File: config.mk
export PLATFORM = sky130hd
export DESIGN_NAME = dense_cmd_encoder
export DESIGN_NICKNAME = d
export VERILOG_FILES = /design/src/rtl/dense_cmd_encoder.sv
export SDC_FILE = /design/constraint.sdc
export NUM_CORES = 1
export LEC_CHECK = 0
export BUFFER_PORTS_ARGS = -buffer_cell sky130_fd_sc_hd__buf_4
export CAP_MARGIN = 0
export CORE_MARGIN = 4
export CORE_UTILIZATION = 31
export CTS_BUF_LIST = sky130_fd_sc_hd__clkbuf_16
export DETAILED_ROUTE_END_ITERATION = 16
export GPL_TIMING_DRIVEN = 1
export PLACE_DENSITY = 0.58
export SYNTH_ARGS = -nofsm -noshare
export SYNTH_HDL_FRONTEND = slang
export SYNTH_SLANG_ARGS = --single-unit
export TNS_END_PERCENT = 10
File: constraint.sdc
create_clock -name clk -period 5.3 [get_ports clk]
set_clock_uncertainty 0.05 [all_clocks]
set_input_delay 0.265 -clock clk [delete_from_list [all_inputs] [get_ports clk]]
set_output_delay 0.265 -clock clk [all_outputs]
set_load 0.01 [all_outputs]
File: src/rtl/dense_cmd_encoder.sv
`default_nettype none
// +----------------------------------------------------------------------------+
// | Module   : dense_cmd_encoder                                               |
// | Purpose  : Command sequencer for the dense decode stage. On start, it      |
// |            fetches every weight row and issues one load_w command per      |
// |            row. It then accepts one sample and issues a forward command,   |
// |            followed by backprop and update commands when training.         |
// | Options  : define SKIP_RELOAD_EN to skip the weight load phase on later    |
// |            starts once weights are resident, unless cfg_reload is set.     |
// | Revision : 1.0  initial release                                            |
// +----------------------------------------------------------------------------+
module dense_cmd_encoder #(
  parameter int SIZE            = 3,
  parameter int DATA_SIZE       = 16,
  parameter int COST_TYPE_SIZE  = 8,
  parameter int DENSE_TYPE_SIZE = 4,
  parameter int ACT_TYPE_SIZE   = 4,
  parameter int NUM_LAYERS      = 2
) (
  input  logic                        clk,
  input  logic                        rst_n,
  input  logic                        start,
  input  logic [ACT_TYPE_SIZE-1:0]    cfg_act_type,
  input  logic [DENSE_TYPE_SIZE-1:0]  cfg_dense_type,
  input  logic [COST_TYPE_SIZE-1:0]   cfg_cost_type,
  input  logic                        cfg_train,
  input  logic                        cfg_reload,
  output logic                        w_rd_req,
  output logic [31:0]                 w_rd_layer,
  output logic [31:0]                 w_rd_row,
  input  logic                        w_rd_valid,
  input  logic [DATA_SIZE*SIZE-1:0]   w_rd_data,
  input  logic                        x_valid,
  output logic                        x_ready,
  input  logic [DATA_SIZE*SIZE-1:0]   x_in,
  input  logic [DATA_SIZE*SIZE-1:0]   label_in,
  output logic                        cmd_valid,
  input  logic                        cmd_ready,
  output logic [ACT_TYPE_SIZE-1:0]    act_type,
  output logic [DENSE_TYPE_SIZE-1:0]  dense_type,
  output logic [COST_TYPE_SIZE-1:0]   cost_type,
  output logic [DATA_SIZE*SIZE-1:0]   w,
  output logic [31:0]                 w_layer_index,
  output logic [31:0]                 w_row_index,
  output logic                        is_update,
  output logic                        load_w,
  output logic                        backprop_cost,
  output logic [DATA_SIZE*SIZE-1:0]   x,
  output logic [DATA_SIZE*SIZE-1:0]   label,
  output logic                        busy,
  output logic                        done
);

  localparam int VW = DATA_SIZE * SIZE;

  typedef enum logic [3:0] {
    S_IDLE     = 4'd0,
    S_LD_REQ   = 4'd1,
    S_LD_WAIT  = 4'd2,
    S_LD_ISSUE = 4'd3,
    S_X_WAIT   = 4'd4,
    S_FWD      = 4'd5,
    S_BP       = 4'd6,
    S_UPD      = 4'd7,
    S_DONE     = 4'd8
  } state_t;

  state_t                       state_q, state_d;
  logic [ACT_TYPE_SIZE-1:0]     act_q;
  logic [DENSE_TYPE_SIZE-1:0]   dense_q;
  logic [COST_TYPE_SIZE-1:0]    cost_q;
  logic                         train_q;
  logic [31:0]                  layer_q, row_q;
  logic [VW-1:0]                w_q, x_q, label_q;
  logic [31:0]                  w_layer_q, w_row_q;
  logic                         last_row, last_layer;
  logic                         skip_load;

  assign last_row   = (row_q == 32'(SIZE - 1));
  assign last_layer = (layer_q == 32'(NUM_LAYERS - 1));

`ifdef SKIP_RELOAD_EN
  logic weights_loaded_q;

  // Remember that a full load phase has completed since reset.
  always_ff @(posedge clk or negedge rst_n) begin
    if (!rst_n) begin
      weights_loaded_q <= 1'b0;
    end else if (state_q == S_LD_ISSUE && cmd_ready && last_row && last_layer) begin
      weights_loaded_q <= 1'b1;
    end
  end

  assign skip_load = weights_loaded_q && !cfg_reload;
`else
  logic unused_reload;
  assign unused_reload = cfg_reload;
  assign skip_load     = 1'b0;
`endif

  // State register.
  always_ff @(posedge clk or negedge rst_n) begin
    if (!rst_n) state_q <= S_IDLE;
    else        state_q <= state_d;
  end

  // Next-state logic and state-decoded control outputs.
  always_comb begin
    state_d       = state_q;
    w_rd_req      = 1'b0;
    x_ready       = 1'b0;
    cmd_valid     = 1'b0;
    load_w        = 1'b0;
    backprop_cost = 1'b0;
    is_update     = 1'b0;
    done          = 1'b0;
    busy          = (state_q != S_IDLE);
    case (state_q)
      S_IDLE: begin
        if (start) state_d = skip_load ? S_X_WAIT : S_LD_REQ;
      end
      S_LD_REQ: begin
        w_rd_req = 1'b1;
        state_d  = S_LD_WAIT;
      end
      S_LD_WAIT: begin
        if (w_rd_valid) state_d = S_LD_ISSUE;
      end
      S_LD_ISSUE: begin
        cmd_valid = 1'b1;
        load_w    = 1'b1;
        if (cmd_ready) state_d = (last_row && last_layer) ? S_X_WAIT : S_LD_REQ;
      end
      S_X_WAIT: begin
        x_ready = 1'b1;
        if (x_valid) state_d = S_FWD;
      end
      S_FWD: begin
        cmd_valid = 1'b1;
        if (cmd_ready) state_d = train_q ? S_BP : S_DONE;
      end
      S_BP: begin
        cmd_valid     = 1'b1;
        backprop_cost = 1'b1;
        if (cmd_ready) state_d = S_UPD;
      end
      S_UPD: begin
        cmd_valid = 1'b1;
        is_update = 1'b1;
        if (cmd_ready) state_d = S_DONE;
      end
      S_DONE: begin
        done    = 1'b1;
        state_d = S_IDLE;
      end
      default: state_d = S_IDLE;
    endcase
  end

  // Config latch, row walker and command payload capture; payload only
  // changes in non-issuing states so it is stable while a command stalls.
  always_ff @(posedge clk or negedge rst_n) begin
    if (!rst_n) begin
      act_q     <= '0;
      dense_q   <= '0;
      cost_q    <= '0;
      train_q   <= 1'b0;
      layer_q   <= '0;
      row_q     <= '0;
      w_q       <= '0;
      w_layer_q <= '0;
      w_row_q   <= '0;
      x_q       <= '0;
      label_q   <= '0;
    end else begin
      if (state_q == S_IDLE && start) begin
        act_q   <= cfg_act_type;
        dense_q <= cfg_dense_type;
        cost_q  <= cfg_cost_type;
        train_q <= cfg_train;
        layer_q <= '0;
        row_q   <= '0;
      end
      if (state_q == S_LD_WAIT && w_rd_valid) begin
        w_q       <= w_rd_data;
        w_layer_q <= layer_q;
        w_row_q   <= row_q;
      end
      if (state_q == S_LD_ISSUE && cmd_ready) begin
        if (last_row) begin
          row_q   <= '0;
          layer_q <= layer_q + 32'd1;
        end else begin
          row_q <= row_q + 32'd1;
        end
      end
      if (state_q == S_X_WAIT && x_valid) begin
        x_q     <= x_in;
        label_q <= label_in;
      end
    end
  end

  assign w_rd_layer    = layer_q;
  assign w_rd_row      = row_q;
  assign act_type      = act_q;
  assign dense_type    = dense_q;
  assign cost_type     = cost_q;
  assign w             = w_q;
  assign w_layer_index = w_layer_q;
  assign w_row_index   = w_row_q;
  assign x             = x_q;
  assign label         = label_q;

endmodule
`default_nettype wire
==> results.toml <==
[synth]
async_flop_share_pct = 100
yosysSeqAreaShare_pct = 59.1
syn_area_per_cell_sq_um = 12.7
ys_seq_elements = 293
synth.most_common_cell = "dfrtp_1"
synth.distinct_cells = 57
netlist_instances = 980
yosys-top-cells-area = "dfrtp_1 59%, mux2_2 18%, nand2_1 3.3%"
yosys.area.top_type = "dfrtp_1"
ys.warnings.count = 0
ys.flop_type = "dfrtp_1"
synth_top_area_share_pct = 59.1
synth_area_sq_mm = 0.0124
synth_common_cells = "293 x dfrtp_1, 203 x mux2_2, 108 x nand2_1"
synth_edf_count = 0
syn-num-nets = 1152

[power_and_ir_drop]
power.total_mw = 8.72
clockPowerShare_pct = 25.4
power.density_mw_per_mm2 = 459
irDropWorstVdd_uv = 201
power_frac_seq_pct = 37.9
p_sw_share_pct = 32.8
p_leak_nw = 9.30
internal_power_mw = 5.86
p_switching_mw = 2.86
power_frac_comb_pct = 36.6

[timing]
fin_crit_ns = 2.80
final.setup.worst_slack_ns = 2.50
tns_ns = 0
drv_slew = 0
worst_pin_slew_ns = 1.17
max_freq_mhz = 357
rsz0062_at_grt = "no"
finalHoldViolCount = 0
finalCritPeriodShare_pct = 52.8
max_slew_margin_pct = 22.1
setup_viol = 0

[global_routing]
antenna_found_initial = 1
grt_overflow = 0
grt_pass1_wl_um = 63500
grt_max_degree = 173
grtUsageTotal_pct = 18.3
first_global_vias = 10600

[clock_tree]
h-tree-depth = 2
cts_tree = "yes"
hold_buffers = 162
clkTransAtPathRegs_ns = 0.06
cts_setup_buffers = 0
clock_path_buffers = 3
cts.sinks = 293
clk_latency_ns = 0.52
cts_made_buffers = 35
cts-resized-gates = 0
cts_root_buf = "clkbuf_16"

[floorplanning]
pin_count = 464
initial_utilization_pct = 31.3
dieArea_sq_mm = 0.0433
dieWidth_um = 208
die_h_um = 208
rows = 73
core_area_sq_mm = 0.0396

[detailed_routing]
viasPerCell = 4.79
routed.top_layer = "met4"
wl_um = 40800
drt_iter0_markers = 419
vias = 10300
dr_wl_met2_um = 20300
wl_met3_um = 2690
drtAntennaViolNets = 0
wl_per_cell_um = 19.0
dr.pass1.iters = 6
drc_errors = 0
wl_met1_um = 16400

[place]
routabilityCongestion = 0.799
dpl_cell_area_sq_mm = 0.0163
hpwl_um = 28100
numPortBuffers = 462
dpl_worst_slack_ns = 2.58

[final_layout]
fin_util_pct = 47.9
area_delta_synth_final_pct = 53.2
fillers = 3529
nets = 1762
drive_gt1_share_pct = 45.7
fin_area_sq_mm = 0.0190

[min_path]
hold_path_class = "in -> reg"
min_path_cells = 4

[critical_path]
slowest_stage = "or4_1"
start_kind = "flip-flop"
crit_required_ns = 5.69
path_cells = "nor4_1 -> and4_1 -> nand4_4 -> or4_1 -> a21oi_1"
cp_max_fo = 24
reg2reg_depth = 5
arrival_ns = 3.19
criticalPathCategory = "reg -> reg"
critPathCaptureType = "flip-flop"
slowest_delay_ns = 0.58

[job]
max_cap_violations = 0

[run_status]
status = "complete, no violations"
-- worst paths after layout --
path | start | endpoint | slack [ns]
setup / recovery | w_rd_row[7] | w_rd_layer[17] | 2.50
hold / removal | cmd_ready | w_rd_layer[1] | 0.22
setup reg to reg | w_rd_row[7] | w_rd_layer[17] | 2.50
hold reg to reg | act_type[3] | act_type[3] | 0.43
max in group asynchronous | rst_n | w[30] | 3.36
min in group asynchronous | rst_n | w[29] | 0.26
-- critical path, delay by kind of cell (launching register included) --
| kind | cells | cell delay, ns |
|---|---|---|
| AO/OA/AOI/OAI | 1 | 0.15 |
| flip-flops | 1 | 0.52 |
| AND/OR/NAND/NOR | 4 | 2.00 |
-- logic make-up (layout without fill, tap and decap cells) --
| logic type | Yosys count | count (layout) | share of synthesized area (%) |
|---|---|---|---|
| xor+xnor | 4 | 4 | 0.283 |
| flops | 293 | 293 | 59.1 |
| fa+ha+maj | 4 | 4 | 0.404 |
| buf+inv | 70 | 704 | 2.63 |
| other cells | 0 | 1 | 0 |
| mux | 214 | 214 | 19.3 |
| compound gates | 123 | 123 | 6.06 |
| simple gates | 272 | 272 | 12.2 |
-- registers in the layout, summed over array words and instances, names as in the netlist, 8 cells and up --
name	cells
label	48
w	48
x	48
w_layer_index	32
w_rd_layer	32
w_rd_row	32
w_row_index	32
cost_type	8
-- placed cells by master, fill, tap and decap left out, types with 13 or more instances in the layout --
cell	netlist	routed
mux2_2	203	203
o21ai_0	34	34
nand2_1	108	107
nor2_1	25	25
inv_1	10	16
nand3_1	24	24
a21oi_1	36	36
and4_1	14	14
dfrtp_1	293	293
nand4_1	24	24
buf_4	3	469
clkbuf_16	0	35
nor4_1	14	14
a31oi_1	15	15
or3_1	13	13
dlygate4sd3_1	0	162
-- power groups by stage --
stage / combinational (mW) / clock (mW) / sequential [mW]
floorplan: 1.17 / 0 / 3.59
global placement: 3.08 / 0 / 3.29
detailed placement: 3.11 / 0 / 3.33
CTS: 3.22 / 2.31 / 3.29
global route: 3.42 / 2.38 / 3.40
finish: 3.19 / 2.22 / 3.31
-- final cells by class --
| type | instances | area [sq um] | area share, % |
|---|---|---|---|
| Multi-Input combinational cell | 617 | 4750 | 25.0 |
| Clock inverter | 26 | 169 | 0.889 |
| Timing Repair Buffer | 633 | 5180 | 27.2 |
| Tap cell | 525 | 657 | 3.46 |
| Antenna cell | 1 | 2.50 | 0.0132 |
| Inverter | 10 | 37.5 | 0.198 |
| Sequential cell | 293 | 7330 | 38.6 |
| Clock buffer | 35 | 876 | 4.61 |
-- through the flow --
step | hold WS [ns] | instances
3_3_place_gp | 0.241 | 1916
6_report | 0.221 | 2140
4_1_cts | 0.176 | 2139
5_1_grt | 0.233 | 2140
3_5_place_dp | 0.247 | 1916
2_1_floorplan | -0.0806 | 980
-- metal layers --
layer / vias to the layer above / global-route usage (%)
li1: 4769 / -
met1: 5063 / 22.1
met2: 348 / 31.4
met3: 71 / 4.73
met4: 0 / 6.95
met5: - / 0
Note: power is estimated with default switching activity, not from simulation.
